$ cat config.mk
export PLATFORM = sky130hd
export DESIGN_NAME = io_uart_tx
export DESIGN_NICKNAME = d
export VERILOG_FILES = /design/src/rtl/io_uart_tx.sv
export SDC_FILE = /design/constraint.sdc
export NUM_CORES = 1
export LEC_CHECK = 0
export ABC_AREA = 0
export CORE_MARGIN = 1
export CORE_UTILIZATION = 57
export DETAILED_ROUTE_END_ITERATION = 6
export DONT_BUFFER_PORTS = 1
export GPL_ROUTABILITY_DRIVEN = 1
export HOLD_SLACK_MARGIN = 0.12
export PLACE_DENSITY_LB_ADDON = 0.25
export REMOVE_ABC_BUFFERS = 1
export SLEW_MARGIN = 15
export SYNTH_ARGS = -nofsm -noshare
export SYNTH_HDL_FRONTEND = slang
export SYNTH_SLANG_ARGS = --single-unit
$ cat constraint.sdc
create_clock -name clk -period 3.26 [get_ports clk]
set_clock_uncertainty 0.15 [all_clocks]
set_input_delay 0.978 -clock clk [delete_from_list [all_inputs] [get_ports clk]]
set_output_delay 0.978 -clock clk [all_outputs]
set_load 0.1 [all_outputs]
$ cat src/rtl/io_uart_tx.sv
// Memory-mapped 8N1 UART transmitter with a byte FIFO and a registered STATUS read path.
// Optional interrupt output is built only when UART_TX_IRQ_EN is defined.
module io_uart_tx #(
    parameter int CLK_FREQ   = 10000000,
    parameter int BAUD       = 115200,
    parameter int FIFO_DEPTH = 8
) (
    input  logic        clk,
    input  logic        reset,
    input  logic        io_sel,
    input  logic [7:0]  io_word_address,
    input  logic [31:0] mem_wdata,
    input  logic [3:0]  mem_wmask,
    input  logic        mem_rstrb,
    output logic [31:0] io_rdata,
    output logic        tx,
    output logic        irq
);
    localparam int DIV = CLK_FREQ / BAUD;
    localparam int CW  = (DIV > 2) ? $clog2(DIV) : 1;
    localparam int AW  = (FIFO_DEPTH > 2) ? $clog2(FIFO_DEPTH) : 1;
    localparam int NW  = AW + 1;
    localparam logic [CW-1:0] BAUD_LAST = CW'(DIV - 1);
    localparam logic [NW-1:0] DEPTH_N   = NW'(FIFO_DEPTH);

    generate
        if (DIV < 2) begin : g_bad_div
            $error("io_uart_tx: CLK_FREQ/BAUD must be at least 2");
        end
        if ((FIFO_DEPTH < 2) || (FIFO_DEPTH > 64) || ((FIFO_DEPTH & (FIFO_DEPTH - 1)) != 0)) begin : g_bad_depth
            $error("io_uart_tx: FIFO_DEPTH must be a power of 2 in 2..64");
        end
    endgenerate

    typedef enum logic [1:0] {
        S_IDLE  = 2'd0,
        S_START = 2'd1,
        S_DATA  = 2'd2,
        S_STOP  = 2'd3
    } state_t;

    state_t        state_q, state_d;
    logic [CW-1:0] baud_q, baud_d;
    logic [2:0]    bit_q, bit_d;
    logic [7:0]    shift_q, shift_d;
    logic [AW-1:0] wr_ptr_q, wr_ptr_d, rd_ptr_q, rd_ptr_d;
    logic [NW-1:0] count_q, count_d;
    logic          overflow_q, overflow_d;
    logic          tx_q, tx_d;
    logic [31:0]   rdata_q, rdata_d;
    logic [7:0]    mem_q [FIFO_DEPTH];
    logic [7:0]    mem_d [FIFO_DEPTH];

    logic sel_tx_s, sel_st_s, push_s, push_ok_s, pop_s, ovf_clr_s;
    logic full_s, empty_s, baud_end_s, irq_en_s, unused_s;
    logic [7:0]  head_s;
    logic [31:0] status_s;

    assign sel_tx_s   = io_sel & (io_word_address == 8'h01);
    assign sel_st_s   = io_sel & (io_word_address == 8'h02);
    assign push_s     = sel_tx_s & mem_wmask[0];
    assign ovf_clr_s  = sel_st_s & mem_wmask[0] & mem_wdata[3];
    assign full_s     = (count_q == DEPTH_N);
    assign empty_s    = (count_q == {NW{1'b0}});
    assign baud_end_s = (baud_q == BAUD_LAST);
    assign head_s     = mem_q[rd_ptr_q];
    // A full FIFO still takes a byte when the shifter pops in the same cycle.
    assign push_ok_s  = push_s & (~full_s | pop_s);

    // FIFO storage, pointers, occupancy and sticky overflow
    always_comb begin
        mem_d      = mem_q;
        wr_ptr_d   = wr_ptr_q;
        rd_ptr_d   = rd_ptr_q;
        count_d    = count_q;
        overflow_d = overflow_q;
        if (push_ok_s) begin
            mem_d[wr_ptr_q] = mem_wdata[7:0];
            wr_ptr_d        = wr_ptr_q + AW'(1);
        end else begin
            wr_ptr_d = wr_ptr_q;
        end
        if (pop_s) begin
            rd_ptr_d = rd_ptr_q + AW'(1);
        end else begin
            rd_ptr_d = rd_ptr_q;
        end
        case ({push_ok_s, pop_s})
            2'b10:   count_d = count_q + NW'(1);
            2'b01:   count_d = count_q - NW'(1);
            default: count_d = count_q;
        endcase
        if (ovf_clr_s) begin
            overflow_d = 1'b0;
        end else if (push_s & full_s & ~pop_s) begin
            overflow_d = 1'b1;
        end else begin
            overflow_d = overflow_q;
        end
    end

    // Serialiser FSM: next state, baud counter, shift register and pop request
    always_comb begin
        state_d = state_q;
        baud_d  = baud_q;
        bit_d   = bit_q;
        shift_d = shift_q;
        pop_s   = 1'b0;
        case (state_q)
            S_IDLE: begin
                if (!empty_s) begin
                    pop_s   = 1'b1;
                    shift_d = head_s;
                    baud_d  = {CW{1'b0}};
                    state_d = S_START;
                end else begin
                    state_d = S_IDLE;
                end
            end
            S_START: begin
                if (baud_end_s) begin
                    baud_d  = {CW{1'b0}};
                    bit_d   = 3'd0;
                    state_d = S_DATA;
                end else begin
                    baud_d = baud_q + CW'(1);
                end
            end
            S_DATA: begin
                if (baud_end_s) begin
                    baud_d  = {CW{1'b0}};
                    shift_d = {1'b0, shift_q[7:1]};
                    if (bit_q == 3'd7) begin
                        state_d = S_STOP;
                    end else begin
                        bit_d = bit_q + 3'd1;
                    end
                end else begin
                    baud_d = baud_q + CW'(1);
                end
            end
            S_STOP: begin
                if (baud_end_s) begin
                    baud_d = {CW{1'b0}};
                    if (!empty_s) begin
                        pop_s   = 1'b1;
                        shift_d = head_s;
                        state_d = S_START;
                    end else begin
                        state_d = S_IDLE;
                    end
                end else begin
                    baud_d = baud_q + CW'(1);
                end
            end
            default: begin
                state_d = S_IDLE;
                baud_d  = {CW{1'b0}};
            end
        endcase
        // tx is registered, so it is derived from where the FSM is heading.
        case (state_d)
            S_START: tx_d = 1'b0;
            S_DATA:  tx_d = shift_d[0];
            default: tx_d = 1'b1;
        endcase
    end

    // STATUS word and the registered read-data mux
    always_comb begin
        status_s       = 32'h0000_0000;
        status_s[0]    = full_s;
        status_s[1]    = empty_s;
        status_s[2]    = (state_q != S_IDLE);
        status_s[3]    = overflow_q;
        status_s[8]    = irq_en_s;
        status_s[15:9] = 7'(count_q);
        if (sel_st_s & mem_rstrb) begin
            rdata_d = status_s;
        end else begin
            rdata_d = 32'h0000_0000;
        end
    end

    // Control state and registered outputs
    always_ff @(posedge clk) begin
        if (!reset) begin
            state_q    <= S_IDLE;
            baud_q     <= {CW{1'b0}};
            bit_q      <= 3'd0;
            shift_q    <= 8'h00;
            wr_ptr_q   <= {AW{1'b0}};
            rd_ptr_q   <= {AW{1'b0}};
            count_q    <= {NW{1'b0}};
            overflow_q <= 1'b0;
            tx_q       <= 1'b1;
            rdata_q    <= 32'h0000_0000;
        end else begin
            state_q    <= state_d;
            baud_q     <= baud_d;
            bit_q      <= bit_d;
            shift_q    <= shift_d;
            wr_ptr_q   <= wr_ptr_d;
            rd_ptr_q   <= rd_ptr_d;
            count_q    <= count_d;
            overflow_q <= overflow_d;
            tx_q       <= tx_d;
            rdata_q    <= rdata_d;
        end
    end

    // FIFO payload needs no reset; occupancy is tracked by count_q
    always_ff @(posedge clk) begin
        mem_q <= mem_d;
    end

    assign tx       = tx_q;
    assign io_rdata = rdata_q;

`ifdef UART_TX_IRQ_EN
    logic irq_en_q, irq_en_d, irq_q, irq_d;

    // Interrupt enable register and level interrupt "idle and drained"
    always_comb begin
        if (sel_st_s & mem_wmask[1]) begin
            irq_en_d = mem_wdata[8];
        end else begin
            irq_en_d = irq_en_q;
        end
        irq_d = irq_en_q & empty_s & (state_q == S_IDLE);
    end

    // Interrupt registers
    always_ff @(posedge clk) begin
        if (!reset) begin
            irq_en_q <= 1'b0;
            irq_q    <= 1'b0;
        end else begin
            irq_en_q <= irq_en_d;
            irq_q    <= irq_d;
        end
    end

    assign irq_en_s = irq_en_q;
    assign irq      = irq_q;
    assign unused_s = ^{mem_wdata[31:9], mem_wmask[3:2]};
`else
    assign irq_en_s = 1'b0;
    assign irq      = 1'b0;
    assign unused_s = ^{mem_wdata[31:8], mem_wmask[3:1]};
`endif

endmodule

==> metrics.txt, run 1 <==
# TYPE chip_impl_metric gauge
chip_impl_metric{name="drc",unit=""} 0
chip_impl_metric{name="ys.warnings.count",unit=""} 0
chip_impl_metric{name="max_slew_margin_vs_limit",unit="%"} 35.9
chip_impl_metric{name="fill_cells",unit=""} 611
chip_impl_metric{name="post_dp_hpwl",unit="um"} 5560
chip_impl_info{name="synthTopCellsByArea",value="edfxtp_1 (41%), dfxtp_1 (17%), mux4_2 (7.7%), buf_4 (4.1%), ha_1 (3.7%)"} 1
chip_impl_metric{name="gp_congestion",unit=""} 0.819
chip_impl_metric{name="dieHeight",unit="um"} 92.9
chip_impl_info{name="r2r-start",value="state_q[1]$_SDFF_PN0_"} 1
chip_impl_metric{name="cts-htree-levels",unit=""} 3
chip_impl_metric{name="cts-root-to-sink-buffers",unit=""} 2
chip_impl_metric{name="drt_pre_antenna_iters",unit=""} 4
chip_impl_info{name="synth-main-ff-cell",value="edfxtp_1"} 1
chip_impl_metric{name="final_util",unit="%"} 63.6
chip_impl_metric{name="synth.distinct_cells",unit=""} 49
chip_impl_metric{name="grt_use_total",unit="%"} 21.0
chip_impl_metric{name="worst_ep_arrival_time",unit="ns"} 2.96
chip_impl_metric{name="antenna-diode-count",unit=""} 0
chip_impl_metric{name="worst_skew_late_latency",unit="ns"} 0.37
chip_impl_metric{name="cts.sink_count",unit=""} 104
chip_impl_metric{name="hold_violations",unit=""} 0
chip_impl_info{name="synth_area_leader_cell",value="edfxtp_1"} 1
chip_impl_metric{name="whs_path_depth",unit=""} 2
chip_impl_metric{name="number_of_setup_violations_in_the_final_report",unit=""} 0
chip_impl_metric{name="cts.clk_slew.worst_paths",unit="ns"} 0.11
chip_impl_metric{name="tightest_slew",unit="ns"} 0.960
chip_impl_info{name="hold-path-endpoint",value="shift_q[5]$_SDFFE_PN0P_"} 1
chip_impl_metric{name="yosysSeqAreaShare",unit="%"} 57.8
chip_impl_metric{name="holdBufCountCts",unit=""} 0
chip_impl_metric{name="fin_tns_setup",unit="ns"} 0
chip_impl_info{name="setup.worst_path.class",value="flip-flop to flip-flop"} 1
chip_impl_metric{name="design.die.area",unit="um^2"} 8630
chip_impl_metric{name="antenna_violating_nets_left",unit=""} 0
chip_impl_metric{name="final.min_clock_period",unit="ns"} 2.84
chip_impl_metric{name="globalRouteOverflowTotal",unit=""} 0
chip_impl_metric{name="synth-edff-count",unit=""} 64
chip_impl_metric{name="grt_max_degree",unit=""} 22
chip_impl_info{name="critical_path_s_top_delay_family",value="simple AND/OR/NAND/NOR gates"} 1
chip_impl_metric{name="critical-path-max-stage-delay",unit="ns"} 0.47
chip_impl_metric{name="timing_max_transition_violations_final",unit=""} 0
chip_impl_metric{name="drtIter0Drc",unit=""} 103
chip_impl_info{name="min_from",value="shift_q[6]$_SDFFE_PN0P_"} 1
chip_impl_metric{name="power.static_leakage",unit="nW"} 1.73
chip_impl_metric{name="antenna_violations_before_repair",unit=""} 0
chip_impl_metric{name="ctsResizeCount",unit=""} 0
chip_impl_metric{name="core_area",unit="um^2"} 7850
chip_impl_metric{name="async_flop_share",unit="%"} 0
chip_impl_metric{name="sum_of_buffers_and_inverters_on_the_critical_path",unit=""} 1
chip_impl_info{name="yosys.cell_count.top_type",value="edfxtp_1"} 1
chip_impl_metric{name="max_cap_violations",unit=""} 0
chip_impl_metric{name="drt-wirelength-per-cell",unit="um"} 17.0
chip_impl_info{name="clock-root-buffer",value="clkbuf_8"} 1
chip_impl_metric{name="r2r_cells",unit=""} 10
chip_impl_info{name="worstHoldPathType",value="flip-flop to flip-flop"} 1
chip_impl_metric{name="power_density",unit="nW/um^2"} 685
chip_impl_metric{name="numCtsBuffers",unit=""} 9
chip_impl_metric{name="die_w",unit="um"} 92.9
chip_impl_metric{name="io_buffer_count",unit=""} 0
chip_impl_metric{name="path_max_fanout",unit=""} 7
chip_impl_metric{name="fraction_of_layout_instances_using_a_drive_strength_above_1",unit="%"} 13.8
chip_impl_metric{name="via_count",unit=""} 2791
chip_impl_info{name="cts_tree",value="done"} 1
chip_impl_info{name="status",value="finished clean"} 1
chip_impl_metric{name="finish.net_count",unit=""} 442
chip_impl_metric{name="start_util",unit="%"} 60.0
chip_impl_metric{name="vdd_drop_max",unit="V"} 0.000343
chip_impl_metric{name="ioPinCount",unit=""} 82
chip_impl_metric{name="placement_rows",unit=""} 32
chip_impl_metric{name="required",unit="ns"} 3.37
chip_impl_metric{name="syn_area",unit="um^2"} 4710
chip_impl_info{name="crit_path_start_kind",value="flip-flop"} 1
chip_impl_metric{name="first_global_vias",unit=""} 2784
chip_impl_metric{name="routed_wirelength",unit="um"} 8280
chip_impl_metric{name="reg2reg_setup_slack",unit="ns"} 0.42
chip_impl_metric{name="avgViaCountPerCell",unit=""} 5.74
chip_impl_metric{name="average_cell_area_after_synthesis",unit="um^2"} 12.8
chip_impl_metric{name="grt_first_pass_wirelength",unit="um"} 13500
chip_impl_info{name="timing.critical_path.to_type",value="flip-flop"} 1
chip_impl_metric{name="area.growth.synth_to_final",unit="%"} 5.93
chip_impl_metric{name="fin_crit_sh",unit="%"} 87.2
chip_impl_info{name="cp_cell_sequence",value="ha_1, and3_1, a21o_1, nand3_1, inv_2, ha_1, a21o_1, a21oi_1, nor3_1, nand4b_1"} 1
chip_impl_info{name="setup_repair_after_global_routing_missed_its_margin",value="no"} 1
chip_impl_metric{name="post_synth_inst_count",unit=""} 368
chip_impl_metric{name="yosysTopAreaCellShare",unit="%"} 40.8
chip_impl_metric{name="post_cts_buffers",unit=""} 0
chip_impl_info{name="regToRegEndpoint",value="count_q[3]$_SDFFE_PN0P_"} 1
chip_impl_info{name="timing.critical_path.slowest_stage_cell",value="dfxtp_1"} 1
chip_impl_metric{name="number_of_synthesized_register_bits",unit=""} 104
chip_impl_info{name="post_synth_most_frequent_cells",value="edfxtp_1 (64), dfxtp_1 (40), nand2_1 (27), nor2_1 (27), buf_4 (26)"} 1
chip_impl_metric{name="max_clock_freq",unit="MHz"} 352
kinds of logic after synthesis:
| family | after synthesis | share of synthesized area (%) |
|---|---|---|
| compound gates | 42 | 6.67 |
| xor+xnor | 9 | 1.67 |
| fa+ha+maj | 15 | 4.15 |
| buf+inv | 54 | 6.43 |
| flops | 104 | 57.8 |
| mux | 29 | 10.4 |
| other cells | 1 | 0.0796 |
| simple gates | 114 | 12.8 |
through the flow:
| step | setup WS, ns | total power (W) | instances | instance area, um^2 | hold slack, ns |
|---|---|---|---|---|---|
| 5_1_grt | 0.242 | 0.00361 | 486 | 4990 | 0.345 |
| 6_report | 0.417 | 0.00342 | 486 | 4990 | 0.327 |
| 3_5_place_dp | 0.194 | 0.00264 | 470 | 4780 | 0.303 |
| 2_1_floorplan | 0.00390 | 0.00244 | 355 | 4560 | 0.276 |
| 4_1_cts | 0.470 | 0.00344 | 486 | 4990 | 0.329 |
| 3_3_place_gp | 0.272 | 0.00262 | 470 | 4780 | 0.292 |
per-layer routing:
metal / part of all wire [%] / wire length (um) / global-route usage [%] / vias up
li1: - / - / - / 1335
met3: 4.2 / 346 / 4.35 / 18
met1: 43 / 3550 / 25.9 / 1358
met2: 51 / 4180 / 36.3 / 80
met4: 2.4 / 199 / 8.33 / 0
met5: 0 / 0 / 0 / -
registers in the layout (all words and copies together) (netlist names), 2 cells and up:
| register | flops |
|---|---|
| mem_q | 64 |
| rd_ptr_q | 3 |
| count_q | 4 |
| state_q | 2 |
| shift_q | 8 |
| baud_q | 7 |
| bit_q | 3 |
| io_rdata | 8 |
| wr_ptr_q | 3 |
area by class of cell:
cell class / instances / area [um^2] / area share [%]
Clock buffer: 9 / 124 / 2.48
Clock inverter: 7 / 78.8 / 1.58
Inverter: 17 / 63.8 / 1.28
Multi-Input combinational cell: 234 / 1770 / 35.5
Sequential cell: 104 / 2720 / 54.6
Tap cell: 102 / 128 / 2.56
Timing Repair Buffer: 13 / 97.6 / 1.96
power breakdown:
part           internal, W  leakage [nW]  switching [W]
clock             0.000306         0.102       0.000493
combinational     0.000367         0.730       0.000677
sequential         0.00148         0.899      0.0000954
total              0.00215          1.73        0.00127
worst register-to-register path, stage by stage (launching register included):
cell and delay, ns:
dfxtp_1 0.47, ha_1 0.27, and3_1 0.27, a21o_1 0.28
nand3_1 0.22, inv_2 0.15, ha_1 0.23, a21o_1 0.17
a21oi_1 0.27, nor3_1 0.08, nand4b_1 0.17
worst max path at each step:
stage / start / end / cells after the start
after floorplan: io_word_address[5] / mem_q[24]$_DFFE_PP_ / 5
after global placement: io_word_address[5] / count_q[3]$_SDFFE_PN0P_ / 9
after detailed placement: io_word_address[5] / count_q[3]$_SDFFE_PN0P_ / 9
after CTS: state_q[0]$_SDFF_PN0_ / count_q[3]$_SDFFE_PN0P_ / 10
after global routing: state_q[0]$_SDFF_PN0_ / count_q[3]$_SDFFE_PN0P_ / 10
final: state_q[1]$_SDFF_PN0_ / count_q[3]$_SDFFE_PN0P_ / 10
cell usage in the layout, fill, tap and decap left out, drive strengths merged, types with 2 or more instances in the layout:
master and count:
edfxtp 64, o221ai 6, nor2 28, o21ai 6
nor3b 4, and3 4, clkinv 3, nand2b 2
and2 6, a21o 4, mux4 16, o32ai 2
or3 3, nor3 11, inv 21, ha 14
conb 25, buf 13, mux2i 13, or4b 2
nand2 27, nand4 7, nor4 5, xor2 9
nand4b 2, clkbuf 9, a21oi 15, nand3 7
dfxtp 40, nor2b 3
No activity file was read; power rests on OpenSTA's default activity.
==> run 2, diff against run 1 <==
Settings changed: REMOVE_ABC_BUFFERS 1 to unset.
==> run 2 against run 1 <==
  * Clock power is essentially flat
  * Combinational power is essentially flat
  * Flip-flop and latch count is the same
  * Critical path type unchanged
  * Critical endpoint unchanged
  * Largest power group unchanged
==> metrics.txt, run 2 (synthesis gave the netlist of run 1 again) <==
# TYPE chip_impl_metric gauge
chip_impl_metric{name="grt_use_met3",unit="%"} 3.45
chip_impl_metric{name="post_cts_buffers",unit=""} 0
chip_impl_metric{name="grt_first_pass_wirelength",unit="um"} 12900
chip_impl_metric{name="timing_max_transition_violations_final",unit=""} 0
chip_impl_metric{name="design.die.area",unit="um^2"} 8630
chip_impl_metric{name="antenna_violating_nets_left",unit=""} 0
chip_impl_metric{name="antenna_violations_before_repair",unit=""} 0
chip_impl_metric{name="fin_tns_setup",unit="ns"} 0
chip_impl_metric{name="path_max_fanout",unit=""} 7
chip_impl_metric{name="largest_reg_flops",unit=""} 64
chip_impl_info{name="worstHoldPathType",value="flip-flop to flip-flop"} 1
chip_impl_metric{name="grt_use_total",unit="%"} 20.0
chip_impl_info{name="layout.cells.most_common_list",value="edfxtp_1 (64), dfxtp_1 (40), nor2_1 (27), nand2_1 (27), conb_1 (25)"} 1
chip_impl_metric{name="first_global_vias",unit=""} 2610
chip_impl_metric{name="ctsResizeCount",unit=""} 0
chip_impl_metric{name="power_density",unit="nW/um^2"} 684
chip_impl_info{name="timing.critical_path.to_type",value="flip-flop"} 1
chip_impl_metric{name="worst_skew_late_latency",unit="ns"} 0.37
chip_impl_metric{name="drt-wirelength-per-cell",unit="um"} 16.8
chip_impl_metric{name="start_util",unit="%"} 60.0
chip_impl_metric{name="numCtsBuffers",unit=""} 9
chip_impl_metric{name="drt_pre_antenna_iters",unit=""} 5
chip_impl_info{name="layout.cells.most_common",value="edfxtp_1"} 1
chip_impl_metric{name="gp_congestion",unit=""} 0.804
chip_impl_info{name="cts_tree",value="done"} 1
chip_impl_metric{name="tightest_slew",unit="ns"} 0.969
chip_impl_metric{name="holdBufCountCts",unit=""} 0
chip_impl_info{name="cp_cell_sequence",value="ha_1, and3_1, a21o_1, nand3_1, inv_2, ha_1, a21o_1, a21oi_1, nor3_1, nand4b_1"} 1
chip_impl_metric{name="io_buffer_count",unit=""} 0
chip_impl_metric{name="globalRouteOverflowTotal",unit=""} 0
chip_impl_metric{name="via_count",unit=""} 2804
chip_impl_metric{name="max_cap_violations",unit=""} 0
chip_impl_metric{name="die_w",unit="um"} 92.9
chip_impl_info{name="registers.top_by_ff_count",value="mem_q"} 1
chip_impl_info{name="setup.worst_path.class",value="flip-flop to flip-flop"} 1
chip_impl_metric{name="post_dp_hpwl",unit="um"} 5710
chip_impl_metric{name="antenna-diode-count",unit=""} 0
chip_impl_metric{name="grt_max_degree",unit=""} 22
chip_impl_metric{name="fin_crit_sh",unit="%"} 88.4
chip_impl_metric{name="critical-path-max-stage-delay",unit="ns"} 0.48
chip_impl_info{name="busiest_layer",value="met2"} 1
chip_impl_metric{name="avgViaCountPerCell",unit=""} 5.75
chip_impl_info{name="status",value="finished clean"} 1
chip_impl_info{name="setup_repair_after_global_routing_missed_its_margin",value="no"} 1
chip_impl_metric{name="routed_wirelength",unit="um"} 8190
chip_impl_metric{name="grt_util_met2",unit="%"} 34.4
chip_impl_metric{name="core_area",unit="um^2"} 7850
chip_impl_metric{name="worst_ep_arrival_time",unit="ns"} 2.98
chip_impl_metric{name="fraction_of_layout_instances_using_a_drive_strength_above_1",unit="%"} 14.2
chip_impl_metric{name="placement_rows",unit=""} 32
chip_impl_metric{name="max_clock_freq",unit="MHz"} 347
chip_impl_metric{name="hold_violations",unit=""} 0
chip_impl_metric{name="final.min_clock_period",unit="ns"} 2.88
chip_impl_metric{name="required",unit="ns"} 3.36
chip_impl_metric{name="cts.clk_slew.worst_paths",unit="ns"} 0.11
chip_impl_metric{name="setup_slack_placement",unit="ns"} 0.161
chip_impl_metric{name="cts-root-to-sink-buffers",unit=""} 2
chip_impl_info{name="crit_path_start_kind",value="flip-flop"} 1
chip_impl_metric{name="cts-htree-levels",unit=""} 3
chip_impl_metric{name="grtUsageMet1",unit="%"} 25.5
chip_impl_metric{name="area.growth.synth_to_final",unit="%"} 6.25
chip_impl_metric{name="max_slew_margin_vs_limit",unit="%"} 35.3
chip_impl_metric{name="drtIter0Drc",unit=""} 124
chip_impl_metric{name="finish.net_count",unit=""} 444
chip_impl_metric{name="drc",unit=""} 0
chip_impl_info{name="timing.critical_path.slowest_stage_cell",value="dfxtp_1"} 1
chip_impl_metric{name="ioPinCount",unit=""} 82
chip_impl_metric{name="power.static_leakage",unit="nW"} 1.74
chip_impl_metric{name="dieHeight",unit="um"} 92.9
chip_impl_metric{name="cts.sink_count",unit=""} 104
chip_impl_info{name="clock-root-buffer",value="clkbuf_8"} 1
chip_impl_metric{name="post-route-worst-setup-slack",unit="ns"} 0.378
chip_impl_metric{name="vdd_drop_max",unit="V"} 0.000317
chip_impl_metric{name="number_of_setup_violations_in_the_final_report",unit=""} 0
==> run 2: routing by layer <==
layer | vias to the layer above | wire [um]
met2 | 63 | 4180
met3 | 11 | 317
met1 | 1384 | 3590
li1 | 1346 | -
met4 | 0 | 100
met5 | - | 0
==> run 2: power breakdown <==
group          switching [W]  internal [W]  leakage (nW)
Combinational       0.000669      0.000372         0.741
Sequential          0.000101       0.00148         0.899
Clock               0.000495      0.000306         0.102
Total                0.00127       0.00216          1.74
==> run 2: final cells by class <==
type,count,area (um^2)
clock buffers,9,124
clock inverters,7,78.8
fillers,591,2850
inverters,17,63.8
multi-input cells,234,1770
flip-flops and latches,104,2720
well taps,102,128
repair buffers,15,113
==> run 2: through the flow <==
stage / total power [W] / instance area [um^2] / std cells / hold WS [ns] / util, %
2_1_floorplan: 0.00247 / 4800 / 392 / 0.276 / -
5_1_grt: 0.00360 / 5000 / 488 / 0.335 / 63.7
6_report: 0.00342 / 5000 / 488 / 0.316 / 63.7
3_3_place_gp: 0.00262 / 4800 / 472 / 0.290 / 61.2
3_5_place_dp: 0.00265 / 4800 / 472 / 0.297 / 61.2
4_1_cts: 0.00344 / 5000 / 488 / 0.321 / 63.7
==> run 2: critical path, delay by kind of cell, from the launching register on <==
kind                       cells  cell delay, ns
AOI/OAI and AO/OA              3            0.72
adders and majority gates      2            0.52
buffers and inverters          1            0.16
DFF                            1            0.48
and+or+nand+nor                4            0.74
==> run 2: final timing paths <==
check        depth (start not counted)  slack, ns                 endpoint                    start
max reg2reg                         10       0.38  count_q[3]$_SDFFE_PN0P_    state_q[1]$_SDFF_PN0_
max                                 10       0.38  count_q[3]$_SDFFE_PN0P_    state_q[1]$_SDFF_PN0_
min reg2reg                          1       0.32   io_rdata[3]$_SDFF_PN0_  overflow_q$_SDFFE_PP0P_
min                                  1       0.32   io_rdata[3]$_SDFF_PN0_  overflow_q$_SDFFE_PP0P_
==> run 3, diff against run 2 <==
Settings changed: CELL_PAD_IN_SITES_DETAIL_PLACEMENT set to 2, CELL_PAD_IN_SITES_GLOBAL_PLACEMENT set to 2, CORE_UTILIZATION 57 to 38.
==> run 3 against run 2 <==
  * Non-clock buffer count is 1 higher
  * Power grew 11%
  * Global-route usage decreased by 2.2 points
  * Worst setup slack got worse by 0.032 ns
  * Design area is 3.9% higher
  * Final cell count increased by 14%
  * Wire length is 28% higher
  * Register-to-register slack worse by 0.03 ns
  * First-iteration DRC count down 38%
  * Clock power grew 36%
  * Utilization down 21 points
  * Critical path depth decreased by 4
==> metrics.txt, run 3 (synthesis gave the netlist of run 1 again) <==
# TYPE chip_impl_metric gauge
chip_impl_metric{name="ioPinCount",unit=""} 82
chip_impl_info{name="regToRegEndpoint",value="mem_q[26]$_DFFE_PP_"} 1
chip_impl_info{name="setup.worst_path.class",value="flip-flop to flip-flop"} 1
chip_impl_metric{name="routed_wirelength",unit="um"} 10500
chip_impl_metric{name="area.growth.synth_to_final",unit="%"} 10.4
chip_impl_info{name="cp_cell_sequence",value="nor4bb_1, nand3_1, a21oi_1, nand2b_1, nor3b_1, buf_4"} 1
chip_impl_metric{name="area_after_dpl",unit="um^2"} 4890
chip_impl_metric{name="cts.sink_count",unit=""} 104
chip_impl_metric{name="path_max_fanout",unit=""} 8
chip_impl_metric{name="finish.net_count",unit=""} 445
chip_impl_metric{name="antenna_violations_before_repair",unit=""} 0
chip_impl_metric{name="core_area",unit="um^2"} 12100
chip_impl_info{name="min_from",value="shift_q[4]$_SDFFE_PN0P_"} 1
chip_impl_metric{name="fraction_of_layout_instances_using_a_drive_strength_above_1",unit="%"} 14.5
chip_impl_metric{name="number_of_setup_violations_in_the_final_report",unit=""} 0
chip_impl_info{name="first_element_of_the_critical_path",value="baud_q[4]$_SDFFE_PN0P_"} 1
chip_impl_metric{name="drtIter0Drc",unit=""} 77
chip_impl_metric{name="ctsResizeCount",unit=""} 0
chip_impl_metric{name="tightest_slew",unit="ns"} 0.941
chip_impl_metric{name="final.min_clock_period",unit="ns"} 2.91
chip_impl_metric{name="drc",unit=""} 0
chip_impl_metric{name="gp_congestion",unit=""} 0.746
chip_impl_metric{name="numCtsBuffers",unit=""} 9
chip_impl_metric{name="first_global_vias",unit=""} 3068
chip_impl_info{name="status",value="finished clean"} 1
chip_impl_metric{name="worst_ep_arrival_time",unit="ns"} 2.83
chip_impl_info{name="crit_path_start_kind",value="flip-flop"} 1
chip_impl_metric{name="power.static_leakage",unit="nW"} 1.79
chip_impl_info{name="layout.cells.most_common",value="edfxtp_1"} 1
chip_impl_metric{name="holdBufCountCts",unit=""} 0
chip_impl_metric{name="drt-wirelength-per-cell",unit="um"} 18.9
chip_impl_metric{name="power_share_of_the_sequential_group",unit="%"} 41.5
chip_impl_metric{name="io_buffer_count",unit=""} 0
chip_impl_metric{name="cts-htree-levels",unit=""} 3
chip_impl_info{name="cts_tree",value="done"} 1
chip_impl_metric{name="cts.clk_slew.worst_paths",unit="ns"} 0.08
chip_impl_metric{name="max_slew_margin_vs_limit",unit="%"} 37.2
chip_impl_metric{name="hold_violations",unit=""} 0
chip_impl_info{name="layout.cells.most_common_list",value="edfxtp_1 (64), dfxtp_1 (40), nor2_1 (27), nand2_1 (27), conb_1 (25)"} 1
chip_impl_metric{name="max_clock_freq",unit="MHz"} 343
chip_impl_metric{name="avgViaCountPerCell",unit=""} 5.13
chip_impl_metric{name="via_count",unit=""} 2848
chip_impl_info{name="worstSetupEndpoint",value="mem_q[26]$_DFFE_PP_"} 1
chip_impl_metric{name="whs_path_depth",unit=""} 2
chip_impl_metric{name="power_density",unit="nW/um^2"} 732
chip_impl_metric{name="die_w",unit="um"} 113
chip_impl_info{name="r2r-start",value="baud_q[4]$_SDFFE_PN0P_"} 1
chip_impl_metric{name="dieHeight",unit="um"} 113
chip_impl_info{name="clock-root-buffer",value="clkbuf_16"} 1
chip_impl_metric{name="post_dp_hpwl",unit="um"} 7530
chip_impl_metric{name="worst_skew_late_latency",unit="ns"} 0.36
chip_impl_metric{name="grt_use_total",unit="%"} 17.9
chip_impl_metric{name="setup_slack_placement",unit="ns"} 0.0415
chip_impl_metric{name="timing_max_transition_violations_final",unit=""} 0
chip_impl_metric{name="fin_tns_setup",unit="ns"} 0
chip_impl_metric{name="layout.cell_area.non_filler",unit="um^2"} 5200
chip_impl_metric{name="fin_crit_sh",unit="%"} 89.4
chip_impl_metric{name="drt_pre_antenna_iters",unit=""} 4
chip_impl_metric{name="required",unit="ns"} 3.18
chip_impl_info{name="timing.critical_path.to_type",value="flip-flop"} 1
chip_impl_metric{name="clock_power_share",unit="%"} 28.7
chip_impl_metric{name="critical-path-max-stage-delay",unit="ns"} 0.61
chip_impl_info{name="timing.critical_path.slowest_stage_cell",value="nor4bb_1"} 1
chip_impl_info{name="registers.top_by_ff_count",value="mem_q"} 1
chip_impl_metric{name="vdd_drop_max",unit="V"} 0.000613
chip_impl_info{name="setup_repair_after_global_routing_missed_its_margin",value="no"} 1
chip_impl_metric{name="antenna-diode-count",unit=""} 0
chip_impl_info{name="worstHoldPathType",value="flip-flop to flip-flop"} 1
chip_impl_metric{name="grt_max_degree",unit=""} 22
chip_impl_metric{name="reg2reg_setup_slack",unit="ns"} 0.35
chip_impl_metric{name="power_switching",unit="W"} 0.00138
chip_impl_metric{name="post_cts_buffers",unit=""} 0
chip_impl_metric{name="grt_first_pass_wirelength",unit="um"} 16800
chip_impl_metric{name="start_util",unit="%"} 39.0
chip_impl_metric{name="r2r_cells",unit=""} 6
chip_impl_metric{name="antenna_violating_nets_left",unit=""} 0
chip_impl_metric{name="intPower",unit="W"} 0.00242
chip_impl_metric{name="globalRouteOverflowTotal",unit=""} 0
chip_impl_metric{name="largest_reg_flops",unit=""} 64
chip_impl_metric{name="post-route-worst-setup-slack",unit="ns"} 0.346
chip_impl_metric{name="comb_power_share",unit="%"} 29.8
chip_impl_metric{name="timing.hold.ws",unit="ns"} 0.330
chip_impl_metric{name="design_power_total",unit="W"} 0.00380
chip_impl_metric{name="design.die.area",unit="um^2"} 12800
chip_impl_metric{name="max_cap_violations",unit=""} 0
chip_impl_metric{name="placement_rows",unit=""} 40
chip_impl_metric{name="cts-root-to-sink-buffers",unit=""} 2
chip_impl_metric{name="power.share.switching",unit="%"} 36.3
==> run 3: cell types whose count changed in the layout (fill, tap and decap cells not counted) <==
cell,previous run,this run
buf_4,15,16
inv_6,3,2
clkbuf_16,0,9
clkbuf_8,9,0
inv_8,1,2
==> run 3: worst min path at each step <==
stage                                    endpoint  slack [ns]
after floorplan           shift_q[6]$_SDFFE_PN0P_        0.28
after global placement    shift_q[2]$_SDFFE_PN0P_        0.29
after detailed placement  shift_q[6]$_SDFFE_PN0P_        0.31
after CTS                 shift_q[3]$_SDFFE_PN0P_        0.34
after global routing       io_rdata[3]$_SDFF_PN0_        0.35
final                     shift_q[3]$_SDFFE_PN0P_        0.33
==> run 3: per-stage QoR <==
stage          instances  util, %
2_1_floorplan        392        -
3_3_place_gp         539     40.5
3_5_place_dp         539     40.5
4_1_cts              555     43.1
5_1_grt              555     43.1
6_report             555     43.1
==> run 3: routing by layer <==
metal  GRT usage [%]  share of wire [%]
met5               0                  0
met3            5.46                3.6
met1            20.9                 43
met4            5.61                1.0
met2            31.3                 53
==> run 3: worst max-delay path: cells and delay by family, from the launching register on <==
kind                   cells  cell delay (ns)
and+or+nand+nor            4             1.47
DFF                        1             0.39
AOI/OAI and AO/OA          1             0.35
buffers and inverters      1             0.25
==> run 3: area by class of cell <==
type,count,area [um^2]
Sequential cell,104,2720
Inverter,17,63.8
Clock inverter,7,81.3
Tap cell,168,210
Fill cell,1199,6870
Clock buffer,9,225
Multi-Input combinational cell,234,1770
Timing Repair Buffer,16,120
==> run 3: power by group through the flow <==
stage | logic [W] | registers [W] | clock network [W]
2_1_floorplan | 0.000862 | 0.00161 | 0
3_3_place_gp | 0.00109 | 0.00160 | 0
3_5_place_dp | 0.00114 | 0.00161 | 0
4_1_cts | 0.00116 | 0.00158 | 0.00113
5_1_grt | 0.00125 | 0.00159 | 0.00117
6_report | 0.00113 | 0.00158 | 0.00109
